[config.mk]
export PLATFORM = sky130hd
export DESIGN_NAME = sequenciador_notas_flat
export DESIGN_NICKNAME = d
export VERILOG_FILES = /design/src/rtl/sequenciador_pkg.sv /design/src/rtl/sequenciador_notas_if.sv /design/src/rtl/divisor_batida.sv /design/src/rtl/sequenciador_notas.sv /design/src/flat_wrapper.sv
export SDC_FILE = /design/constraint.sdc
export NUM_CORES = 1
export LEC_CHECK = 0
export BUFFER_PORTS_ARGS = -buffer_cell sky130_fd_sc_hd__buf_4
export CORE_MARGIN = 2
export CORE_UTILIZATION = 37
export CTS_CLUSTER_DIAMETER = 100
export CTS_CLUSTER_SIZE = 16
export DETAILED_ROUTE_END_ITERATION = 8
export PLACE_DENSITY_LB_ADDON = 0.25
export REMOVE_ABC_BUFFERS = 1
export SYNTH_ARGS = -nofsm -noshare
export SYNTH_HDL_FRONTEND = slang
export SYNTH_SLANG_ARGS = --single-unit
[constraint.sdc]
create_clock -name clk -period 4.1 [get_ports clk]
set_clock_uncertainty 0.15 [all_clocks]
set_input_delay 1.23 -clock clk [delete_from_list [all_inputs] [get_ports clk]]
set_output_delay 1.23 -clock clk [all_outputs]
set_load 0.01 [all_outputs]
[src/rtl/sequenciador_pkg.sv]
// Shared types and constants for the melody sequencer: FSM states, entry layout,
// note and tone codes understood by Circuito_topo.
package sequenciador_pkg;

    typedef enum logic [1:0] {
        StIdle,
        StPlay,
        StGap,
        StDone
    } estado_e;

    localparam int unsigned DUR_W   = 4;
    localparam int unsigned DUR_MSB = 7;
    localparam int unsigned DUR_LSB = 4;
    localparam int unsigned N1_BIT  = 3;
    localparam int unsigned N2_BIT  = 2;
    localparam int unsigned N3_BIT  = 1;
    localparam int unsigned D_BIT   = 0;

    localparam logic [2:0] NOTA_DESL = 3'd0;
    localparam logic [2:0] NOTA_LA   = 3'd1;
    localparam logic [2:0] NOTA_SI   = 3'd2;
    localparam logic [2:0] NOTA_DO   = 3'd3;
    localparam logic [2:0] NOTA_RE   = 3'd4;
    localparam logic [2:0] NOTA_MI   = 3'd5;
    localparam logic [2:0] NOTA_FA   = 3'd6;
    localparam logic [2:0] NOTA_SOL  = 3'd7;

    localparam logic TOM_ALTO  = 1'b0;
    localparam logic TOM_BAIXO = 1'b1;

    function automatic logic [DUR_W-1:0] duracao(input logic [7:0] entrada);
        return entrada[DUR_MSB:DUR_LSB];
    endfunction

endpackage

[src/rtl/sequenciador_notas_if.sv]
// Control, melody-write and note-output signals of the sequencer, bundled for
// connection between the control logic (master) and the sequencer (slave).
interface sequenciador_notas_if #(
    parameter int unsigned DEPTH = 16
);
    localparam int unsigned AW = (DEPTH > 1) ? $clog2(DEPTH) : 1;

    logic          start;
    logic          stop;
    logic          loop;
    logic          wr_en;
    logic [AW-1:0] wr_addr;
    logic [7:0]    wr_data;
    logic          N1;
    logic          N2;
    logic          N3;
    logic          D;
    logic          busy;
    logic          done;
    logic [AW-1:0] idx;

    modport master (
        output start, stop, loop, wr_en, wr_addr, wr_data,
        input  N1, N2, N3, D, busy, done, idx
    );

    modport slave (
        input  start, stop, loop, wr_en, wr_addr, wr_data,
        output N1, N2, N3, D, busy, done, idx
    );

endinterface

[src/rtl/divisor_batida.sv]
// Beat prescaler: batida_o is high for one cycle every TICKS_PER_BEAT cycles,
// counted from the last synchronous clear.
module divisor_batida #(
    parameter int unsigned TICKS_PER_BEAT = 4
) (
    input  logic clk,
    input  logic rst,
    input  logic clr_i,
    output logic batida_o
);
    localparam int unsigned TW = (TICKS_PER_BEAT > 1) ? $clog2(TICKS_PER_BEAT) : 1;
    localparam logic [TW-1:0] TOPO = TW'(TICKS_PER_BEAT - 1);

    logic [TW-1:0] tick_q, tick_d;

    always_comb begin
        tick_d = tick_q + TW'(1);
        if (clr_i || tick_q == TOPO) begin
            tick_d = '0;
        end
    end

    always_ff @(posedge clk) begin
        if (rst) begin
            tick_q <= '0;
        end else begin
            tick_q <= tick_d;
        end
    end

    assign batida_o = (tick_q == TOPO);

endmodule

[src/rtl/sequenciador_notas.sv]
// Melody sequencer: plays entries from a writable memory onto N1/N2/N3/D, each for
// duration*TICKS_PER_BEAT cycles. Define SEQ_GAP_EN to insert a silent beat between notes.
module sequenciador_notas
    import sequenciador_pkg::*;
#(
    parameter int unsigned DEPTH          = 16,
    parameter int unsigned TICKS_PER_BEAT = 4
) (
    input logic                 clk,
    input logic                 rst,
    sequenciador_notas_if.slave bus
);
    localparam int unsigned AW = (DEPTH > 1) ? $clog2(DEPTH) : 1;
    localparam logic [AW-1:0] ULTIMO = AW'(DEPTH - 1);

    estado_e          state_q, state_d;
    logic [AW-1:0]    idx_q, idx_d, load_addr, nxt_idx;
    logic [3:0]       nota_q, nota_d;
    logic [DUR_W-1:0] dur_q, dur_d, beat_q, beat_d;
    logic             busy_q, busy_d, done_q, done_d;
    logic             load, div_clr, batida, fim_nota, prox_ok;
    logic [7:0]       mem_q [DEPTH];

    divisor_batida #(
        .TICKS_PER_BEAT(TICKS_PER_BEAT)
    ) u_divisor (
        .clk     (clk),
        .rst     (rst),
        .clr_i   (div_clr),
        .batida_o(batida)
    );

    // Memory is not reset; reads below see the pre-write contents on a same-edge write.
    always_ff @(posedge clk) begin
        if (bus.wr_en) begin
            mem_q[bus.wr_addr] <= bus.wr_data;
        end
    end

    assign nxt_idx  = idx_q + AW'(1);
    assign prox_ok  = (idx_q != ULTIMO) && (duracao(mem_q[nxt_idx]) != '0);
    assign fim_nota = batida && (beat_q == dur_q - DUR_W'(1));

    always_comb begin
        state_d   = state_q;
        idx_d     = idx_q;
        nota_d    = nota_q;
        dur_d     = dur_q;
        beat_d    = beat_q;
        load      = 1'b0;
        load_addr = idx_q;
        div_clr   = 1'b0;

        case (state_q)
            StIdle: begin
                idx_d   = '0;
                nota_d  = '0;
                beat_d  = '0;
                div_clr = 1'b1;
                if (bus.start) begin
                    if (duracao(mem_q[0]) != '0) begin
                        load      = 1'b1;
                        load_addr = '0;
                    end else begin
                        state_d = StDone;
                    end
                end
            end
            StPlay: begin
                if (fim_nota) begin
                    if (prox_ok || bus.loop) begin
`ifdef SEQ_GAP_EN
                        state_d = StGap;
                        nota_d  = '0;
                        idx_d   = prox_ok ? nxt_idx : '0;
                        div_clr = 1'b1;
`else
                        load      = 1'b1;
                        load_addr = prox_ok ? nxt_idx : '0;
`endif
                    end else begin
                        state_d = StDone;
                        nota_d  = '0;
                        idx_d   = '0;
                    end
                end else if (batida) begin
                    beat_d = beat_q + DUR_W'(1);
                end
            end
`ifdef SEQ_GAP_EN
            StGap: begin
                // idx already points at the entry to load; recheck it in case it was rewritten.
                if (batida) begin
                    if (duracao(mem_q[idx_q]) != '0) begin
                        load = 1'b1;
                    end else begin
                        state_d = StDone;
                        idx_d   = '0;
                    end
                end
            end
`endif
            StDone: begin
                state_d = StIdle;
            end
            default: begin
                state_d = StIdle;
            end
        endcase

        if (load) begin
            state_d = StPlay;
            idx_d   = load_addr;
            nota_d  = mem_q[load_addr][3:0];
            dur_d   = duracao(mem_q[load_addr]);
            beat_d  = '0;
            div_clr = 1'b1;
        end

        if (bus.stop) begin
            state_d = StIdle;
            idx_d   = '0;
            nota_d  = '0;
            beat_d  = '0;
            div_clr = 1'b1;
        end

        busy_d = (state_d == StPlay) || (state_d == StGap);
        done_d = (state_d == StDone);
    end

    always_ff @(posedge clk) begin
        if (rst) begin
            state_q <= StIdle;
            idx_q   <= '0;
            nota_q  <= '0;
            dur_q   <= '0;
            beat_q  <= '0;
            busy_q  <= 1'b0;
            done_q  <= 1'b0;
        end else begin
            state_q <= state_d;
            idx_q   <= idx_d;
            nota_q  <= nota_d;
            dur_q   <= dur_d;
            beat_q  <= beat_d;
            busy_q  <= busy_d;
            done_q  <= done_d;
        end
    end

    assign bus.N1   = nota_q[N1_BIT];
    assign bus.N2   = nota_q[N2_BIT];
    assign bus.N3   = nota_q[N3_BIT];
    assign bus.D    = nota_q[D_BIT];
    assign bus.busy = busy_q;
    assign bus.done = done_q;
    assign bus.idx  = idx_q;

endmodule

[src/flat_wrapper.sv]
// flat-port wrapper written by rule: the top's interface ports become plain ports
module sequenciador_notas_flat import sequenciador_pkg::*;
#(
    parameter int unsigned DEPTH          = 16,
    parameter int unsigned TICKS_PER_BEAT = 4
)
  (clk, rst, bus_start, bus_stop, bus_loop, bus_wr_en, bus_wr_addr, bus_wr_data, bus_N1, bus_N2, bus_N3, bus_D, bus_busy, bus_done, bus_idx);
  sequenciador_notas_if #(.DEPTH(DEPTH)) bus_i ();
  input logic clk;
  input logic rst;
  input wire logic [$bits(bus_i.start)-1:0] bus_start;
  input wire logic [$bits(bus_i.stop)-1:0] bus_stop;
  input wire logic [$bits(bus_i.loop)-1:0] bus_loop;
  input wire logic [$bits(bus_i.wr_en)-1:0] bus_wr_en;
  input wire logic [$bits(bus_i.wr_addr)-1:0] bus_wr_addr;
  input wire logic [$bits(bus_i.wr_data)-1:0] bus_wr_data;
  output wire logic [$bits(bus_i.N1)-1:0] bus_N1;
  output wire logic [$bits(bus_i.N2)-1:0] bus_N2;
  output wire logic [$bits(bus_i.N3)-1:0] bus_N3;
  output wire logic [$bits(bus_i.D)-1:0] bus_D;
  output wire logic [$bits(bus_i.busy)-1:0] bus_busy;
  output wire logic [$bits(bus_i.done)-1:0] bus_done;
  output wire logic [$bits(bus_i.idx)-1:0] bus_idx;
  assign bus_i.start = bus_start;
  assign bus_i.stop = bus_stop;
  assign bus_i.loop = bus_loop;
  assign bus_i.wr_en = bus_wr_en;
  assign bus_i.wr_addr = bus_wr_addr;
  assign bus_i.wr_data = bus_wr_data;
  assign bus_N1 = bus_i.N1;
  assign bus_N2 = bus_i.N2;
  assign bus_N3 = bus_i.N3;
  assign bus_D = bus_i.D;
  assign bus_busy = bus_i.busy;
  assign bus_done = bus_i.done;
  assign bus_idx = bus_i.idx;
  sequenciador_notas #(.DEPTH(DEPTH), .TICKS_PER_BEAT(TICKS_PER_BEAT)) u_core (.clk(clk), .rst(rst), .bus(bus_i));
endmodule
==> results.yml, run 1 <==
run_status:
  status: "finished clean"
power:
  clkPwrFrac_pct: 45.4
  ir_drop_mv: 0.287
  switchingPower_mw: 0.727
  pwr-share-seq_pct: 51.5
  power_leakage_nw: 2.76
  comb_power_share_pct: 3.1
  powerDensity_nw_per_um2: 424
  internal_power_mw: 2.57
  p_sw_share_pct: 22.0
global_routing:
  antenna_found_initial: 0
  busiest_layer: "met2"
  grt.met2_usage_pct: 27.2
  grt_usage_pct: 16.5
  overflow: 0
  grtUsageMet1_pct: 21.0
  grt_pass1_vias: 4264
  grt_pass1_wl_mm: 23.9
  grt_max_degree: 35
  grt_use_met3_pct: 4.36
placement:
  place_congestion: 0.830
  hpwlAfterDp_mm: 10.9
  place_ws_ns: 0.167
  port_buffers: 27
timing:
  hold_viol: 0
  finalCritPeriodShare_pct: 94.4
  setup_tns_ns: 0
  worstMarginPinSlew_ns: 0.962
  slew_violations: 0
  maxSlewHeadroom_pct: 35.6
  rsz0062_at_grt: "no"
  setup_slack_ns: 0.228
  fin_crit_ns: 3.87
  final-setup-viol-count: 0
  max_freq_mhz: 258
  hold_slack_ns: 0.297
clock_tree:
  clk_pin_slew_ns: 0.07
  cts_inserted_buffers: 17
  cts.sinks: 150
  h-tree-depth: 4
  root_buffer: "clkbuf_16"
  cts_tree: "yes"
  cts_max_path_buffers: 2
  holdBufCountCts: 0
  clkLatencyLatePin_ns: 0.42
logic_synthesis:
  synth_compound_area_share_pct: 8.84
  synth-xor-area-share_pct: 1.05
  yosys.area_share.simple_pct: 10.9
  synthTopCellsByArea: "edfxtp_1 (58%), dfxtp_1 (6.6%), mux2i_1 (6.5%)"
  ys.flop_type: "edfxtp_1"
  synth_cells: 470
  synth_common_cells: "edfxtp_1 (128), mux2i_1 (43), nor2_1 (39), nand2_1 (27), dfxtp_1 (22)"
  muxShareOfSynthArea_pct: 12.1
  synthDistinctLibCells: 60
  syn_avg_cell_area_um2: 14.2
  synth_seq_cells: 150
  syn_area_um2: 6650
  synth_most_common_cell: "edfxtp_1"
  yosysTopAreaCellShare_pct: 57.8
  synth-edff-count: 128
  async_flop_share_pct: 0
  synth_top_area_cell: "edfxtp_1"
  synth_seq_area_share_pct: 64.4
  yosysWarnings: 0
  synth_top_family_by_area: "multiplexers"
  synthAdderAreaFrac_pct: 0.940
critical_path:
  crit_arrival_ns: 4.02
  worstPathMaxFanout: 9
  cp-startpoint: "u_core.bus.idx[1]$_SDFFE_PP0P_"
  r2r_slack_ns: 0.23
  crit_path_start_kind: "flip-flop"
  cp.required_ns: 4.25
  r2r_end: "u_core.nota_q[3]$_SDFFE_PP0P_"
  r2r_cells: 11
  end_kind: "flip-flop"
  r2r-start: "u_core.bus.idx[1]$_SDFFE_PP0P_"
  critPathKind: "reg2reg"
flow_run:
  max_cap_viol_count: 0
route:
  routedWlPerCell_um: 19.9
  viasPerCell: 5.41
  drt_pass1_iterations: 5
  ant_nets: 0
  drtIter0Drc: 246
  vias: 4097
  wl_mm: 15.1
  drc_errors: 0
hold_path:
  min_from: "u_core.u_divisor.tick_q[0]$_SDFF_PP0_"
  hold_depth: 1
  hold_end: "u_core.u_divisor.tick_q[0]$_SDFF_PP0_"
  min_path_type: "reg2reg"
cells_and_area:
  drive_above_1_share_pct: 20.4
  layout.nets: 540
  nFillCells: 1629
  multi_input_area_um2: 2260
  fin_util_pct: 43.8
  diodes: 0
  regArea_um2: 4280
  syn2layout_area_growth_pct: 17.0
floorplanning:
  die-height_um: 138
  io_pins: 28
  num_rows: 49
  core_area_um2: 17800
  start_util_pct: 37.4
  die-width_um: 138
  die-area_um2: 19100
-- layout make-up --
class | instances | share of cell area [%]
clock buffers | 17 | 5.46
clock inverters | 14 | 1.83
inverters | 8 | 0.386
multi-input cells | 296 | 29.1
flip-flops and latches | 150 | 55.0
well taps | 229 | 3.68
repair buffers | 44 | 4.56
-- state kept, by name, summed over array words and instances (netlist names) --
name                     cells
u_core.nota_q                4
u_core.state_q               2
u_core.dur_q                 4
u_core.u_divisor.tick_q      2
u_core.beat_q                4
u_core.mem_q               128
u_core.bus.done              1
u_core.bus.idx               4
u_core.bus.busy              1
-- layout by cell type, fill, tap and decap left out, types with 3 or more instances in the layout --
cell type,instances
a211o_1,5
a21boi_0,3
a21o_1,5
a21oi_1,16
a221o_1,8
a22oi_1,8
a31oi_1,4
a32oi_1,3
and2_1,4
and3_1,6
buf_4,42
clkbuf_16,17
dfxtp_1,22
edfxtp_1,128
ha_1,5
inv_1,8
inv_6,3
inv_8,4
mux2_2,11
mux2i_1,43
mux4_2,11
nand2_1,27
nand2b_1,4
nand3_1,11
nand3b_1,3
nand4_1,3
nor2_1,39
nor2b_1,5
nor3_1,16
nor4_1,8
o211ai_1,4
o22ai_1,4
or4_1,3
xnor2_1,5
xor2_1,3
-- routing by layer --
metal | wire [um] | up-vias
met1 | 6730 | 2015
met2 | 7340 | 109
li1 | - | 1952
met5 | 0 | -
met3 | 736 | 21
met4 | 278 | 0
-- worst max-delay path: stages (launching register included) --
cell      delay, ns
dfxtp_1        0.43
ha_1           0.39
nor2b_1        0.21
a22o_1         0.24
or2_2          0.32
a31oi_1        0.26
a31oi_1        0.26
o31ai_4        0.50
buf_4          0.28
mux2_2         0.35
a21oi_1        0.22
o211ai_1       0.14
-- worst max-delay path by stage --
stage	end	slack, ns
4_1_cts	u_core.dur_q[3]$_SDFFE_PP0P_	0.16
6_report	u_core.nota_q[3]$_SDFFE_PP0P_	0.23
5_1_grt	u_core.nota_q[3]$_SDFFE_PP0P_	0.04
2_1_floorplan	u_core.nota_q[0]$_SDFFE_PP0P_	-2.30
3_3_place_gp	u_core.dur_q[0]$_SDFFE_PP0P_	0.24
3_5_place_dp	u_core.dur_q[3]$_SDFFE_PP0P_	0.17
-- metrics by stage --
step | std cells | power, mW | cell area, um^2
final | 758 | 3.30 | 7790
after global routing | 758 | 3.41 | 7790
after CTS | 757 | 3.33 | 7780
after detailed placement | 726 | 1.83 | 7210
after global placement | 726 | 1.83 | 7210
after floorplan | 454 | 1.77 | 6560
-- logic make-up (layout without fill, tap and decap cells) --
logic type	after synthesis	after routing
DFF	150	150
and+or+nand+nor	142	142
AOI/OAI and AO/OA	76	76
muxes	65	65
buffers and inverters	24	83
xor gates and xnor gates	8	8
adders and majority gates	5	5
-- power groups by stage --
| stage | sequential (mW) | clock [mW] | combinational (mW) |
|---|---|---|---|
| floorplan | 1.73 | 0 | 0.0456 |
| global placement | 1.73 | 0 | 0.101 |
| detailed placement | 1.73 | 0 | 0.103 |
| CTS | 1.70 | 1.52 | 0.104 |
| global route | 1.70 | 1.60 | 0.113 |
| finish | 1.70 | 1.50 | 0.103 |
-- repair_timing --
| action | in CTS | in global routing |
|---|---|---|
| endpoints found under the setup margin | 0 | 6 |
| gates resized for setup | 0 | 2 |
| setup buffers | 0 | 1 |
| endpoints found under the hold margin | 0 | 0 |
No activity file was read; power rests on OpenSTA's default activity.
==> run 2: changes to the inputs <==
Settings changed: RECOVER_POWER from default to 100.
==> run 2 against run 1 <==
Compared with the run above: worst hold slack worse by 0.0076 ns; total power down 0.30%; critical path depth unchanged; largest power group unchanged; core utilization down 0.54 points.
==> results.yml, run 2 (synthesis gave the netlist of run 1 again) <==
floorplanning:
  die-area_um2: 19100
  core_area_um2: 17800
  io_pins: 28
  start_util_pct: 37.4
  die-width_um: 138
  die-height_um: 138
  num_rows: 49
clock_tree:
  clk_pin_slew_ns: 0.07
  holdBufCountCts: 0
  root_buffer: "clkbuf_16"
  cts_max_path_buffers: 2
  cts_inserted_buffers: 17
  clkLatencyLatePin_ns: 0.42
  cts_tree: "yes"
  cts.sinks: 150
  h-tree-depth: 4
timing:
  slew_violations: 0
  hold_slack_ns: 0.290
  maxSlewHeadroom_pct: 33.6
  fin_crit_ns: 3.89
  setup_tns_ns: 0
  hold_viol: 0
  max_freq_mhz: 257
  final-setup-viol-count: 0
  rsz0062_at_grt: "no"
  finalCritPeriodShare_pct: 94.8
  worstMarginPinSlew_ns: 0.993
flow_run:
  max_cap_viol_count: 0
cells_and_area:
  top_register: "u_core.mem_q"
  syn2layout_area_growth_pct: 15.6
  layout_common_cells: "edfxtp_1 (128), mux2i_1 (43), nor2_1 (39)"
  drive_above_1_share_pct: 15.5
  nFillCells: 1644
  diodes: 0
  layout.nets: 540
  post-route-cell-area_um2: 7690
  final_common_cell: "edfxtp_1"
  largest_register_ffs: 128
critical_path:
  worst_path_max_delay_cell: "o31ai_4"
  r2r_slack_ns: 0.21
  max_stage_delay_ns: 0.50
  cp_cell_sequence: "ha_1, nor2b_1, a22o_1, or2_2, a31oi_1, a31oi_1, o31ai_4, buf_4, mux2_2, a21oi_1, o211ai_1"
  critPathBufInv: 1
  r2r-start: "u_core.bus.idx[1]$_SDFFE_PP0P_"
  worst-path-stages: 11
  critPathKind: "reg2reg"
  crit_path_start_kind: "flip-flop"
  r2r_cells: 11
  crit_arrival_ns: 4.04
  worstPathMaxFanout: 9
  end_kind: "flip-flop"
  cpMostUsedCell: "a31oi_1"
  cp.required_ns: 4.25
  cp-startpoint: "u_core.bus.idx[1]$_SDFFE_PP0P_"
  cp_top_family: "compound AO/OA/AOI/OAI gates"
placement:
  port_buffers: 27
  place_congestion: 0.830
  placed_area_um2: 7210
  hpwlAfterDp_mm: 10.9
route:
  ant_nets: 0
  vias: 4084
  wl_mm: 15.1
  viasPerCell: 5.39
  drc_errors: 0
  drt_pass1_iterations: 5
  drtIter0Drc: 248
  routedWlPerCell_um: 19.9
global_routing:
  grt_pass1_vias: 4264
  overflow: 0
  grt_pass1_wl_mm: 23.9
  grt_usage_pct: 16.5
  antenna_found_initial: 0
  grt_max_degree: 35
power:
  ir_drop_mv: 0.288
  powerDensity_nw_per_um2: 428
  power_leakage_nw: 2.66
  total_power_mw: 3.29
hold_path:
  hold_depth: 1
  min_from: "u_core.u_divisor.tick_q[0]$_SDFF_PP0_"
  min_path_type: "reg2reg"
run_status:
  status: "finished clean"
-- run 2: cell types whose count changed in the layout (fill, tap and decap cells not counted) --
| cell | delta |
|---|---|
| buf_4 | -26 |
| clkbuf_1 | +25 |
| or2_0 | +2 |
| clkbuf_2 | +1 |
| or2_1 | -1 |
| or2_2 | -1 |
-- run 2: worst reg2reg max path: cells and delay by family, from the launching register on --
kind | cells | cell delay, ns
AO/OA/AOI/OAI | 6 | 1.63
AND/OR/NAND/NOR | 2 | 0.53
flip-flops | 1 | 0.43
adder cells (fa/ha/maj) | 1 | 0.40
multiplexers | 1 | 0.36
buffers and inverters | 1 | 0.28
-- run 2: worst paths after layout --
kind                                            to
max                  u_core.nota_q[3]$_SDFFE_PP0P_
min          u_core.u_divisor.tick_q[0]$_SDFF_PP0_
max reg2reg          u_core.nota_q[3]$_SDFFE_PP0P_
min reg2reg  u_core.u_divisor.tick_q[0]$_SDFF_PP0_
-- run 2: cell type report --
type / instances / area (um^2) / area share [%]
clock buffer: 17 / 425 / 5.53
clock inverter: 14 / 143 / 1.85
inverter: 8 / 30.0 / 0.390
multi-input combinational: 296 / 2260 / 29.4
sequential: 150 / 4280 / 55.7
tap: 229 / 287 / 3.73
timing repair buffer: 44 / 259 / 3.37
-- run 2: per-layer routing --
metal	vias up	GRT usage (%)	share of wire (%)
li1	1952	-	-
met1	2018	21.0	44
met2	97	27.2	49
met3	17	4.36	4.9
met4	0	5.96	1.7
met5	-	0	0
-- run 2: report_power, final --
part           total, mW  leakage (nW)  switching, mW  internal [mW]
registers           1.70          1.33         0.0136           1.69
clock network       1.49         0.275          0.644          0.850
logic             0.0957          1.05         0.0658         0.0299
-- run 2: what timing repair did --
action                     in CTS  in global routing
setup endpoints to repair       0                  6
buffers inserted                0                  1
hold endpoints to repair        0                  0
gates resized for setup         0                  2
-- run 2: metrics by stage --
step	utilization (%)	instances	setup slack, ns
finish	43.3	758	0.212
global route	43.3	758	0.0301
CTS	43.7	757	0.160
detailed placement	40.5	726	0.167
global placement	40.5	726	0.240
floorplan	-	454	-2.30
